File: src/rtl/fetch_stall_unit.sv
// fetch_stall_unit: fetch-side stall/redirect consumer for the 5-stage pipeline.
// Owns PC and the IF/ID register, applies PCWrite / IF_ID_Write / InstructionSel
// from the hazard detector, applies taken-branch redirects from ID, and keeps
// stall / protocol-error debug status.
// Ports:
//   Clock, Reset          - rising-edge clock, synchronous active-low reset
//   PCWrite, IF_ID_Write  - hazard-detector enables for PC and IF/ID
//   InstructionSel        - 0 inserts a bubble into ID/EX
//   Instruction_IF        - async instruction memory data at PC_IF
//   Branch_ID, BranchTarget_ID - taken redirect from ID and its target
//   PC_IF, Instruction_ID, PCPlus4_ID, Valid_ID - PC and IF/ID register outputs
//   Bubble_EX             - registered bubble flag to ID/EX
//   State                 - 00 RUN, 01 STALL, 10 REDIRECT
//   StallCount            - saturating stalled-cycle count
//   ProtocolErr           - sticky PCWrite != IF_ID_Write flag
module fetch_stall_unit #(
    parameter int unsigned DATA_WIDTH      = 32,
    parameter int unsigned STALL_CNT_WIDTH = 16,
    parameter logic [DATA_WIDTH-1:0] RESET_PC = '0
) (
    input  logic                       Clock,
    input  logic                       Reset,
    input  logic                       PCWrite,
    input  logic                       IF_ID_Write,
    input  logic                       InstructionSel,
    input  logic [DATA_WIDTH-1:0]      Instruction_IF,
    input  logic                       Branch_ID,
    input  logic [DATA_WIDTH-1:0]      BranchTarget_ID,
    output logic [DATA_WIDTH-1:0]      PC_IF,
    output logic [DATA_WIDTH-1:0]      Instruction_ID,
    output logic [DATA_WIDTH-1:0]      PCPlus4_ID,
    output logic                       Valid_ID,
    output logic                       Bubble_EX,
    output logic [1:0]                 State,
    output logic [STALL_CNT_WIDTH-1:0] StallCount,
    output logic                       ProtocolErr
);

    typedef enum logic [1:0] {
        ST_RUN      = 2'b00,
        ST_STALL    = 2'b01,
        ST_REDIRECT = 2'b10
    } state_t;

    state_t                  state_q;
    state_t                  state_d;
    logic                    redirect;
    logic [DATA_WIDTH-1:0]   pc_plus4;
    logic [DATA_WIDTH-1:0]   target;

    // Redirect only from a real ID instruction, and never while IF/ID is stalled
    assign redirect = Branch_ID & Valid_ID & IF_ID_Write;
    assign pc_plus4 = PC_IF + DATA_WIDTH'(4);
    assign target   = BranchTarget_ID & ~DATA_WIDTH'(3);
    assign State    = state_q;

    // Next-state: redirect dominates, then stall, else run
    always_comb begin
        state_d = ST_RUN;
        if (redirect) begin
            state_d = ST_REDIRECT;
        end else if (!PCWrite) begin
            state_d = ST_STALL;
        end
    end

    // State register
    always_ff @(posedge Clock) begin
        if (!Reset) begin
            state_q <= ST_RUN;
        end else begin
            state_q <= state_d;
        end
    end

    // PC, IF/ID and status registers
    always_ff @(posedge Clock) begin
        if (!Reset) begin
            PC_IF          <= RESET_PC;
            Instruction_ID <= '0;
            PCPlus4_ID     <= '0;
            Valid_ID       <= 1'b0;
            Bubble_EX      <= 1'b1;
            StallCount     <= '0;
            ProtocolErr    <= 1'b0;
        end else begin
            if (redirect) begin
                PC_IF <= target;
            end else if (PCWrite) begin
                PC_IF <= pc_plus4;
            end

            // Flush the wrong-path fetch on redirect
            if (redirect) begin
                Instruction_ID <= '0;
                PCPlus4_ID     <= '0;
                Valid_ID       <= 1'b0;
            end else if (IF_ID_Write) begin
                Instruction_ID <= Instruction_IF;
                PCPlus4_ID     <= pc_plus4;
                Valid_ID       <= 1'b1;
            end

            Bubble_EX <= ~InstructionSel;

            if (!PCWrite && (StallCount != '1)) begin
                StallCount <= StallCount + STALL_CNT_WIDTH'(1);
            end

            if (PCWrite != IF_ID_Write) begin
                ProtocolErr <= 1'b1;
            end
        end
    end

endmodule

File: config.mk
export PLATFORM = sky130hd
export DESIGN_NAME = fetch_stall_unit
export DESIGN_NICKNAME = d
export VERILOG_FILES = /design/src/rtl/fetch_stall_unit.sv
export SDC_FILE = /design/constraint.sdc
export NUM_CORES = 1
export LEC_CHECK = 0
export ABC_CLOCK_PERIOD_IN_PS = 1950
export BUFFER_PORTS_ARGS = -buffer_cell sky130_fd_sc_hd__buf_4
export CAP_MARGIN = 25
export CORE_UTILIZATION = 45
export DETAILED_ROUTE_END_ITERATION = 10
export PLACE_DENSITY = 0.85
export SKIP_CTS_REPAIR_TIMING = 1
export SLEW_MARGIN = 20
export SYNTH_ARGS = -nofsm -noshare
export SYNTH_HDL_FRONTEND = slang
export SYNTH_SLANG_ARGS = --single-unit
File: constraint.sdc
create_clock -name Clock -period 1.95 [get_ports Clock]
set_input_delay 0.0975 -clock Clock [delete_from_list [all_inputs] [get_ports Clock]]
set_output_delay 0.0975 -clock Clock [all_outputs]
set_load 0.01 [all_outputs]
# Word level (Yosys, flattened, before mapping)
# Cells that the tools add are included.
# op_classes
n_mux	4
n_bitwise	4
reduce_logical	4
n_eq_ne	2
n_addsub	2
# ops
op	count
2-to-1 mux 32 bit	2
adder 32 x 3 -> 32 bit, second input constant	1
adder 16 x 1 -> 16 bit, second input constant	1
inequality test 16 bit, second input constant	1
AND 1 bit	2
2-to-1 mux 2 bit	1
inverter 1 bit	2
nonzero test 2 bit	1
OR reduction 2 bit	1
logical AND 1 bit	1
logical NOT 1 bit	1
2-to-1 mux 1 bit	1
inequality test 1 bit	1
# word_totals
in_bits	70
register_bits	117
word_cells	26

# Depth between registers and ports, before layout
# Gate-level depths: netlist of run 1.
# logic_depth
ltp_word	3
mapped_depth	8
ltp_nobuf	6

# Worst setup path before layout of run 1
# No wires, ideal clock.
# synth_path
kind	reg-to-reg
from	register PC_IF[2]
to	register PCPlus4_ID[30]
path_slack_ps	-71
setup_ps	129
arrival_ps	1892
path_stages_with_launch	7
n_path_buf	0
cell_sequence	dfxtp_1 > ha_1 > nand4_1 > or4_1 > nor3_1 > xnor2_1 > a21oi_2
# synth_via
elab_chain_cells	1
# synth_rtl
item	line_no	source
start, declared	29	output logic [DATA_WIDTH-1:0] PC_IF,
start signal, assigned	88	PC_IF <= target;
start signal, assigned	90	PC_IF <= pc_plus4;
adder 32 x 3 -> 32 bit	53	assign pc_plus4 = PC_IF + DATA_WIDTH'(4);
end signal, assigned	100	PCPlus4_ID <= pc_plus4;
end, declared	31	output logic [DATA_WIDTH-1:0] PCPlus4_ID,
# Every way passes these cells.
# A chain may end at the register's enable or synchronous reset.

# Final worst setup path of run 1
# layout_path
from	register PC_IF[3]
to	register PCPlus4_ID[30]
# Same word-level chain as after synthesis.

==> impl_metrics.csv, run 1 <==
group,metric,value,unit
synthesis,ys_seq_area_share,43.9,%
global_routing,grt_util_met3,6.10,%
synthesis,synth_top_area_share,43.9,%
clock_tree,cts_tree,"built",
global_routing,grt_start_max_net_pins,94,
clock_tree,cts_buffers,17,
die,fp.dieH,109,um
power_and_ir_drop,powerDensity,858,mW/mm^2
power_and_ir_drop,power.share.combinational,12.3,%
synthesis,synth_seq_cells,113,
placement,io_buffers,180,
setup_path,critical_path_class,"register to register",
sta,slew_headroom,60.5,%
synthesis,synth-async-reset-ratio,0,%
sta,period_needed,1.85,ns
clock_tree,cts-htree-levels,4,
clock_tree,root_buffer,"clkbuf_16",
cells_and_area,syn2layout_area_growth,53.0,%
global_routing,track_usage,25.5,%
setup_path,startpoint,"PC_IF[3]$_SDFFE_PN0P_",
synthesis,synth_edf_count,0,
sta,fin_hold_ws,-0.0532,ns
cells_and_area,n_antenna_cell,0,
job,cap_violations,0,
sta,final_max_slew_viol_count,0,
synthesis,ys.flop_type,"dfxtp_1",
run_status,status,"finished, violations left",
cells_and_area,layout-drive-gt1-share,32.0,%
synthesis,synthAdderAreaFrac,0.486,%
synthesis,synth_area,0.00515,mm^2
sta,tns,0,ns
sta,clock_skew,0.00725,ns
placement,place_area,0.00684,mm^2
setup_path,r2r_end,"PCPlus4_ID[30]$_SDFFE_PP0P_",
cells_and_area,regArea,0.00226,mm^2
die,coreArea,0.0110,mm^2
power_and_ir_drop,p_int,5.22,mW
routing,drt_iter0_markers,421,
routing,routed_wirelength,16300,um
sta,hold_viol,6,
synthesis,synth.area.mux_share,6.60,%
die,die_w,109,um
power_and_ir_drop,sequentialPowerShare,37.2,%
sta,rsz0062_at_grt,"false",
placement,place_congestion,0.867,
synthesis,ys_warn_count,0,
synthesis,yosysUniqueCellTypes,46,
synthesis,synth.most_common_cell,"dfxtp_1",
cells_and_area,fin_area,0.00789,mm^2
setup_path,crit_path_max_fanout,4,
setup_path,rrSetupSlack,0.1,ns
routing,detail_route.vias_per_cell,5.36,
clock_tree,cts.path.max_buffers,2,
cells_and_area,fin_nets,894,
die,io_pins,187,
global_routing,grt-busiest-layer,"met2",
global_routing,grt_pass1_wl,23200,um
clock_tree,clk_latency,0.41,ns
placement,dp_slack,0.115,ns
synthesis,synth-simple-area-share,20.2,%
synthesis,synth_area_leader_cell,"dfxtp_1",
power_and_ir_drop,irDropWorstVdd,0.000541,V
routing,drc_errors,0,
global_routing,grt_overflow,0,
global_routing,use_met2,43.8,%
setup_path,cp.arrival,2.14,ns
synthesis,synth_top_family_by_area,"simple AND/OR/NAND/NOR gates",
clock_tree,cts.clk_slew.worst_paths,0.06,ns
power_and_ir_drop,p_leak,3.41,nW
setup_path,cp_data_required_time,2.23,ns
worst_hold_path,hold_path.class,"input port to register",
setup_path,cp-end-kind,"register",
synthesis,synth_area_leaders,"dfxtp_1 (44%), xor2_1 (8.3%), mux2i_1 (6.6%), nor2_1 (6.1%), o21ai_0 (4.2%)",
die,row_count,38,
power_and_ir_drop,p_sw,1.55,mW
routing,drt-pass1-iter-count,6,
global_routing,grtUsageMet1,30.6,%
cells_and_area,num-fill-cells,811,
clock_tree,cts.sinks,113,
sta,worst_slack,0.0954,ns
die,die_area,0.0119,mm^2
cells_and_area,multi_input_comb_area,0.00269,mm^2
synthesis,synth-compound-area-share,12.8,%
global_routing,grt_pass1_vias,4791,
power_and_ir_drop,clock_power_share,50.6,%
run_status,violations,"hold timing",
setup_path,reg2reg_from,"PC_IF[3]$_SDFFE_PN0P_",
routing,final_antenna_net_count,0,
routing,dr_total_vias,5218,
die,start_util,46.9,%
sta,fmax,0.539,GHz
routing,wire_per_inst,16.7,um
synthesis,netlist_instances,584,
sta,min_period_over_period,95.1,%
power_and_ir_drop,swShare,22.8,%
sta,finalSetupViolations,0,
placement,dp_hpwl,11000,um
cells_and_area,utilization,71.8,%
setup_path,worstSetupEndpoint,"PCPlus4_ID[30]$_SDFFE_PP0P_",
synthesis,syn_avg_cell_area,8.82,um^2
synthesis,synth_xor_area_share,11.6,%
global_routing,antenna_found_initial,0,
synthesis,ys_top_cells_by_count,"dfxtp_1 (113), nor2_1 (84), xor2_1 (49)",
sta,worstMarginPinSlew,0.592,ns
setup_path,r2r_cells,6,
setup_path,cp-start-kind,"register",
cells in the final DEF, fill, tap and decap left out, types with 3 or more instances in the layout:
cell / netlist / routed
o21ai_0: 43 / 43
inv_1: 4 / 4
dlygate4sd3_1: 0 / 39
clkbuf_16: 0 / 17
nand3_2: 2 / 3
and2_1: 7 / 7
nor4_1: 5 / 5
or3_1: 3 / 3
a211oi_1: 19 / 19
and4_1: 4 / 4
nand2_1: 26 / 26
conb_1: 1 / 4
bufinv_16: 0 / 5
clkbuf_8: 0 / 3
nand4_1: 26 / 26
xnor2_1: 19 / 19
buf_4: 7 / 221
nor3_1: 4 / 4
mux2i_1: 34 / 34
nor2_1: 84 / 84
xor2_1: 49 / 49
o211ai_1: 3 / 3
a21oi_1: 34 / 34
dfxtp_1: 113 / 112
nand3_1: 23 / 22
and3_1: 7 / 7
clkinv_2: 0 / 3
power by group through the flow:
stage	combinational, mW	sequential (mW)	clock (mW)
floorplan	0.292	2.61	0
global placement	0.739	2.55	0
detailed placement	0.756	2.56	0
CTS	0.763	2.51	3.47
global route	0.898	2.52	3.57
finish	0.832	2.52	3.42
per-stage QoR:
stage | cells | total power, mW | hold slack (ns)
after CTS | 935 | 6.74 | -0.163
final | 974 | 6.77 | -0.0532
after global routing | 974 | 6.99 | -0.00545
after global placement | 904 | 3.29 | 0.260
after floorplan | 587 | 2.91 | 0.159
after detailed placement | 904 | 3.31 | 0.265
worst min path at each step:
stage                       start                               to  slack (ns)  cells past startpoint
2_1_floorplan      InstructionSel             Bubble_EX$_SDFF_PN1_        0.16                      1
3_5_place_dp       InstructionSel             Bubble_EX$_SDFF_PN1_        0.27                      2
5_1_grt         Instruction_IF[1]   Instruction_ID[1]$_SDFFE_PP0P_      -0.005                      3
6_report       Instruction_IF[13]  Instruction_ID[13]$_SDFFE_PP0P_       -0.05                      3
4_1_cts            InstructionSel             Bubble_EX$_SDFF_PN1_       -0.16                      2
3_3_place_gp       InstructionSel             Bubble_EX$_SDFF_PN1_        0.26                      2
state kept, by name (all words and copies together), names as in the netlist:
name            flops
State               2
StallCount         16
Instruction_ID     32
Valid_ID            1
PCPlus4_ID         30
Bubble_EX           1
ProtocolErr         1
PC_IF              30
logic make-up after synthesis:
kind of cell | Yosys count
DFF | 113
adders and majority gates | 2
muxes | 34
buffers and inverters | 51
AOI/OAI and AO/OA | 112
other | 1
xor gates and xnor gates | 68
and+or+nand+nor | 203
worst max-delay path, cell delays in order (launching register included):
cell	delay (ns)
dfxtp_1	0.33
ha_2	0.18
nand4_1	0.17
or4_4	0.57
nor3_1	0.23
xnor2_1	0.18
a21oi_2	0.08
final cells by class:
cell class                 count  share of cell area, %
multi-input combinational    423                   34.1
sequential                   113                   28.7
timing repair buffer         262                   26.5
clock buffer                  21                   5.97
clock inverter                10                   2.30
tap                          140                   2.22
inverter                       5                  0.238
metal layers:
layer  vias to the layer above  share of wire, %  wire length [um]
met5                         -                 0                 0
met4                         0               1.9               303
met3                        30               8.2              1340
met2                       240                49              7970
met1                      2424                41              6690
li1                       2524                 -                 -
Power figures use the tool's default switching activity.
==> run 2, diff against run 1 <==
--- a/config.mk
+++ b/config.mk
@@ -5,12 +5,14 @@
 export SDC_FILE = /design/constraint.sdc
 export NUM_CORES = 1
 export LEC_CHECK = 0
+export ABC_AREA = 1
 export ABC_CLOCK_PERIOD_IN_PS = 1950
 export BUFFER_PORTS_ARGS = -buffer_cell sky130_fd_sc_hd__buf_4
 export CAP_MARGIN = 25
+export CORE_ASPECT_RATIO = 1.5
 export CORE_UTILIZATION = 45
 export DETAILED_ROUTE_END_ITERATION = 10
-export PLACE_DENSITY = 0.85
+export PLACE_DENSITY = 0.84
 export SKIP_CTS_REPAIR_TIMING = 1
 export SLEW_MARGIN = 20
 export SYNTH_ARGS = -nofsm -noshare
==> impl_metrics.csv, run 2 <==
group,metric,value,unit
setup_path,cpPeakStageDelay,0.65,ns
setup_path,cp_num_buf_inv,1,
die,fp.dieH,136,um
synthesis,synth_top_area_share,41.8,%
setup_path,rrSetupSlack,0.24,ns
placement,place_congestion,0.899,
setup_path,r2r_cells,5,
setup_path,cp_data_required_time,2.28,ns
routing,final_antenna_net_count,0,
sta,rsz0062_at_grt,"false",
setup_path,r2r_end,"PC_IF[25]$_SDFFE_PN0P_",
cells_and_area,layout-drive-gt1-share,24.0,%
sta,final_max_slew_viol_count,0,
routing,wire_per_inst,14.2,um
synthesis,netlist_instances,804,
die,row_count,48,
synthesis,ys.flop_type,"dfxtp_1",
die,die_area,0.0125,mm^2
synthesis,ys_top_cells_by_count,"nand2_1 (251), dfxtp_1 (113), inv_1 (92)",
run_status,violations,"hold timing",
global_routing,grt_overflow,0,
sta,slew_headroom,42.4,%
routing,dr_total_vias,5934,
power_and_ir_drop,powerDensity,818,mW/mm^2
synthesis,synth_xor_area_share,3.24,%
clock_tree,cts_buffers,17,
setup_path,cp-start-kind,"register",
setup_path,startpoint,"Valid_ID$_SDFFE_PP0P_",
clock_tree,cts_tree,"built",
cells_and_area,fin_nets,1103,
die,coreArea,0.0116,mm^2
synthesis,synth_seq_cells,113,
worst_hold_path,hold_path.class,"input port to register",
sta,fin_hold_ws,-0.0165,ns
cells_and_area,largest_reg_flops,32,
synthesis,synth_edf_count,0,
setup_path,crit_family,"buffers and inverters",
synthesis,synth-simple-area-share,30.9,%
global_routing,grt_pass1_wl,24800,um
sta,period_needed,1.71,ns
global_routing,antenna_found_initial,0,
setup_path,worstSetupEndpoint,"PC_IF[25]$_SDFFE_PN0P_",
placement,io_buffers,180,
routing,drt_iter0_markers,362,
sta,worstMarginPinSlew,0.863,ns
synthesis,syn_avg_cell_area,6.72,um^2
synthesis,synthAdderAreaFrac,0.463,%
synthesis,synth_area,0.00541,mm^2
global_routing,grt_start_max_net_pins,44,
setup_path,cp-end-kind,"register",
sta,tns,0,ns
cells_and_area,max_flop_register,"Instruction_ID",
synthesis,synth.area.mux_share,0,%
routing,detail_route.vias_per_cell,4.97,
synthesis,synth_area_leaders,"dfxtp_1 (42%), nand2_1 (17%), inv_1 (6.4%), nor2_1 (6.3%), a21oi_1 (6.3%)",
cells_and_area,syn2layout_area_growth,47.5,%
die,die_w,91.5,um
sta,clock_skew,0.00672,ns
job,cap_violations,0,
routing,drc_errors,0,
setup_path,worstPathCellList,"nand3_2 -> nand2_1 -> inv_1 -> nand3_1 -> a21oi_1",
synthesis,synth_top_family_by_area,"simple AND/OR/NAND/NOR gates",
cells_and_area,n_antenna_cell,0,
sta,hold_viol,2,
clock_tree,root_buffer,"clkbuf_16",
global_routing,grt_pass1_vias,5338,
cells_and_area,reg_top3,"Instruction_ID x32, PCPlus4_ID x30, PC_IF x30",
sta,worst_slack,0.239,ns
synthesis,synth_area_leader_cell,"dfxtp_1",
cells_and_area,layout_commonest_cell,"nand2_1",
cells_and_area,final_cell_mix,"nand2_1 (250), buf_4 (201), dfxtp_1 (113), inv_1 (92), nor2_1 (91)",
clock_tree,cts.sinks,113,
die,start_util,46.6,%
synthesis,synth.most_common_cell,"nand2_1",
synthesis,ys_warn_count,0,
setup_path,reg2reg_from,"Valid_ID$_SDFFE_PP0P_",
sta,fmax,0.584,GHz
global_routing,track_usage,25.5,%
clock_tree,clk_latency,0.41,ns
routing,drt-pass1-iter-count,5,
setup_path,crit_path_max_fanout,24,
power_and_ir_drop,p_leak,3.76,nW
synthesis,synth-compound-area-share,13.8,%
routing,routed_wirelength,16900,um
sta,min_period_over_period,87.7,%
clock_tree,cts.clk_slew.worst_paths,0.05,ns
clock_tree,cts.path.max_buffers,2,
clock_tree,cts-htree-levels,4,
synthesis,synth-async-reset-ratio,0,%
setup_path,cp.arrival,2.05,ns
setup_path,critical_path_class,"register to register",
sta,finalSetupViolations,0,
die,io_pins,187,
placement,dp_slack,0.270,ns
setup_path,cp_slowest_cell,"inv_1",
power_and_ir_drop,irDropWorstVdd,0.000580,V
placement,dp_hpwl,11600,um
setup_path,path_depth,5,
run_status,status,"finished, violations left",
synthesis,ys_seq_area_share,41.8,%
synthesis,yosysUniqueCellTypes,32,
run 2: layer usage:
layer / up-vias / track usage, % / wire length, um
li1: 2970 / - / -
met1: 2678 / 26.6 / 6310
met2: 225 / 45.0 / 8750
met3: 61 / 6.77 / 1080
met4: 0 / 16.5 / 767
met5: - / 0 / 0
run 2: stage by stage:
stage / area, um^2 / power [mW] / std cells / hold WS, ns / utilization, %
floorplan: 5420 / 2.86 / 807 / 0.159 / -
global placement: 6950 / 3.21 / 1122 / 0.257 / 60.0
detailed placement: 6950 / 3.23 / 1122 / 0.263 / 60.0
CTS: 7570 / 6.47 / 1154 / -0.163 / 65.3
global route: 7970 / 6.75 / 1194 / 0.00900 / 68.8
finish: 7970 / 6.52 / 1194 / -0.0165 / 68.8
run 2: layout make-up:
class | count | area [um^2]
well taps | 150 | 188
repair buffers | 241 | 1910
multi-input cells | 563 | 2640
flip-flops and latches | 113 | 2260
inverters | 95 | 357
clock buffers | 21 | 460
fillers | 949 | 3620
clock inverters | 11 | 160
run 2: power breakdown:
part,total (mW),internal (mW),switching (mW)
Clock,3.26,2.19,1.07
Combinational,0.766,0.376,0.390
Sequential,2.49,2.42,0.0769
Total,6.52,4.99,1.54
run 2: cells by family (layout without fill, tap and decap cells):
logic type / count (synthesis) / count (layout)
simple gates: 401 / 401
xor+xnor: 20 / 20
other cells: 1 / 4
fa+ha+maj: 2 / 2
buf+inv: 131 / 368
compound gates: 136 / 136
flops: 113 / 113
run 2: worst reg2reg max path, cell delays in order (launching register included):
cell	delay, ns
dfxtp_1	0.33
nand3_2	0.18
nand2_1	0.13
inv_1	0.65
nand3_1	0.17
a21oi_1	0.17
run 2: how the worst min path moves through the flow:
stage | cells past startpoint | slack (ns) | startpoint | endpoint
floorplan | 1 | 0.16 | InstructionSel | Bubble_EX$_SDFF_PN1_
global placement | 2 | 0.26 | InstructionSel | Bubble_EX$_SDFF_PN1_
detailed placement | 2 | 0.26 | InstructionSel | Bubble_EX$_SDFF_PN1_
CTS | 2 | -0.16 | InstructionSel | Bubble_EX$_SDFF_PN1_
global route | 3 | 0.009 | BranchTarget_ID[4] | PC_IF[4]$_SDFFE_PN0P_
finish | 3 | -0.02 | BranchTarget_ID[3] | PC_IF[3]$_SDFFE_PN0P_
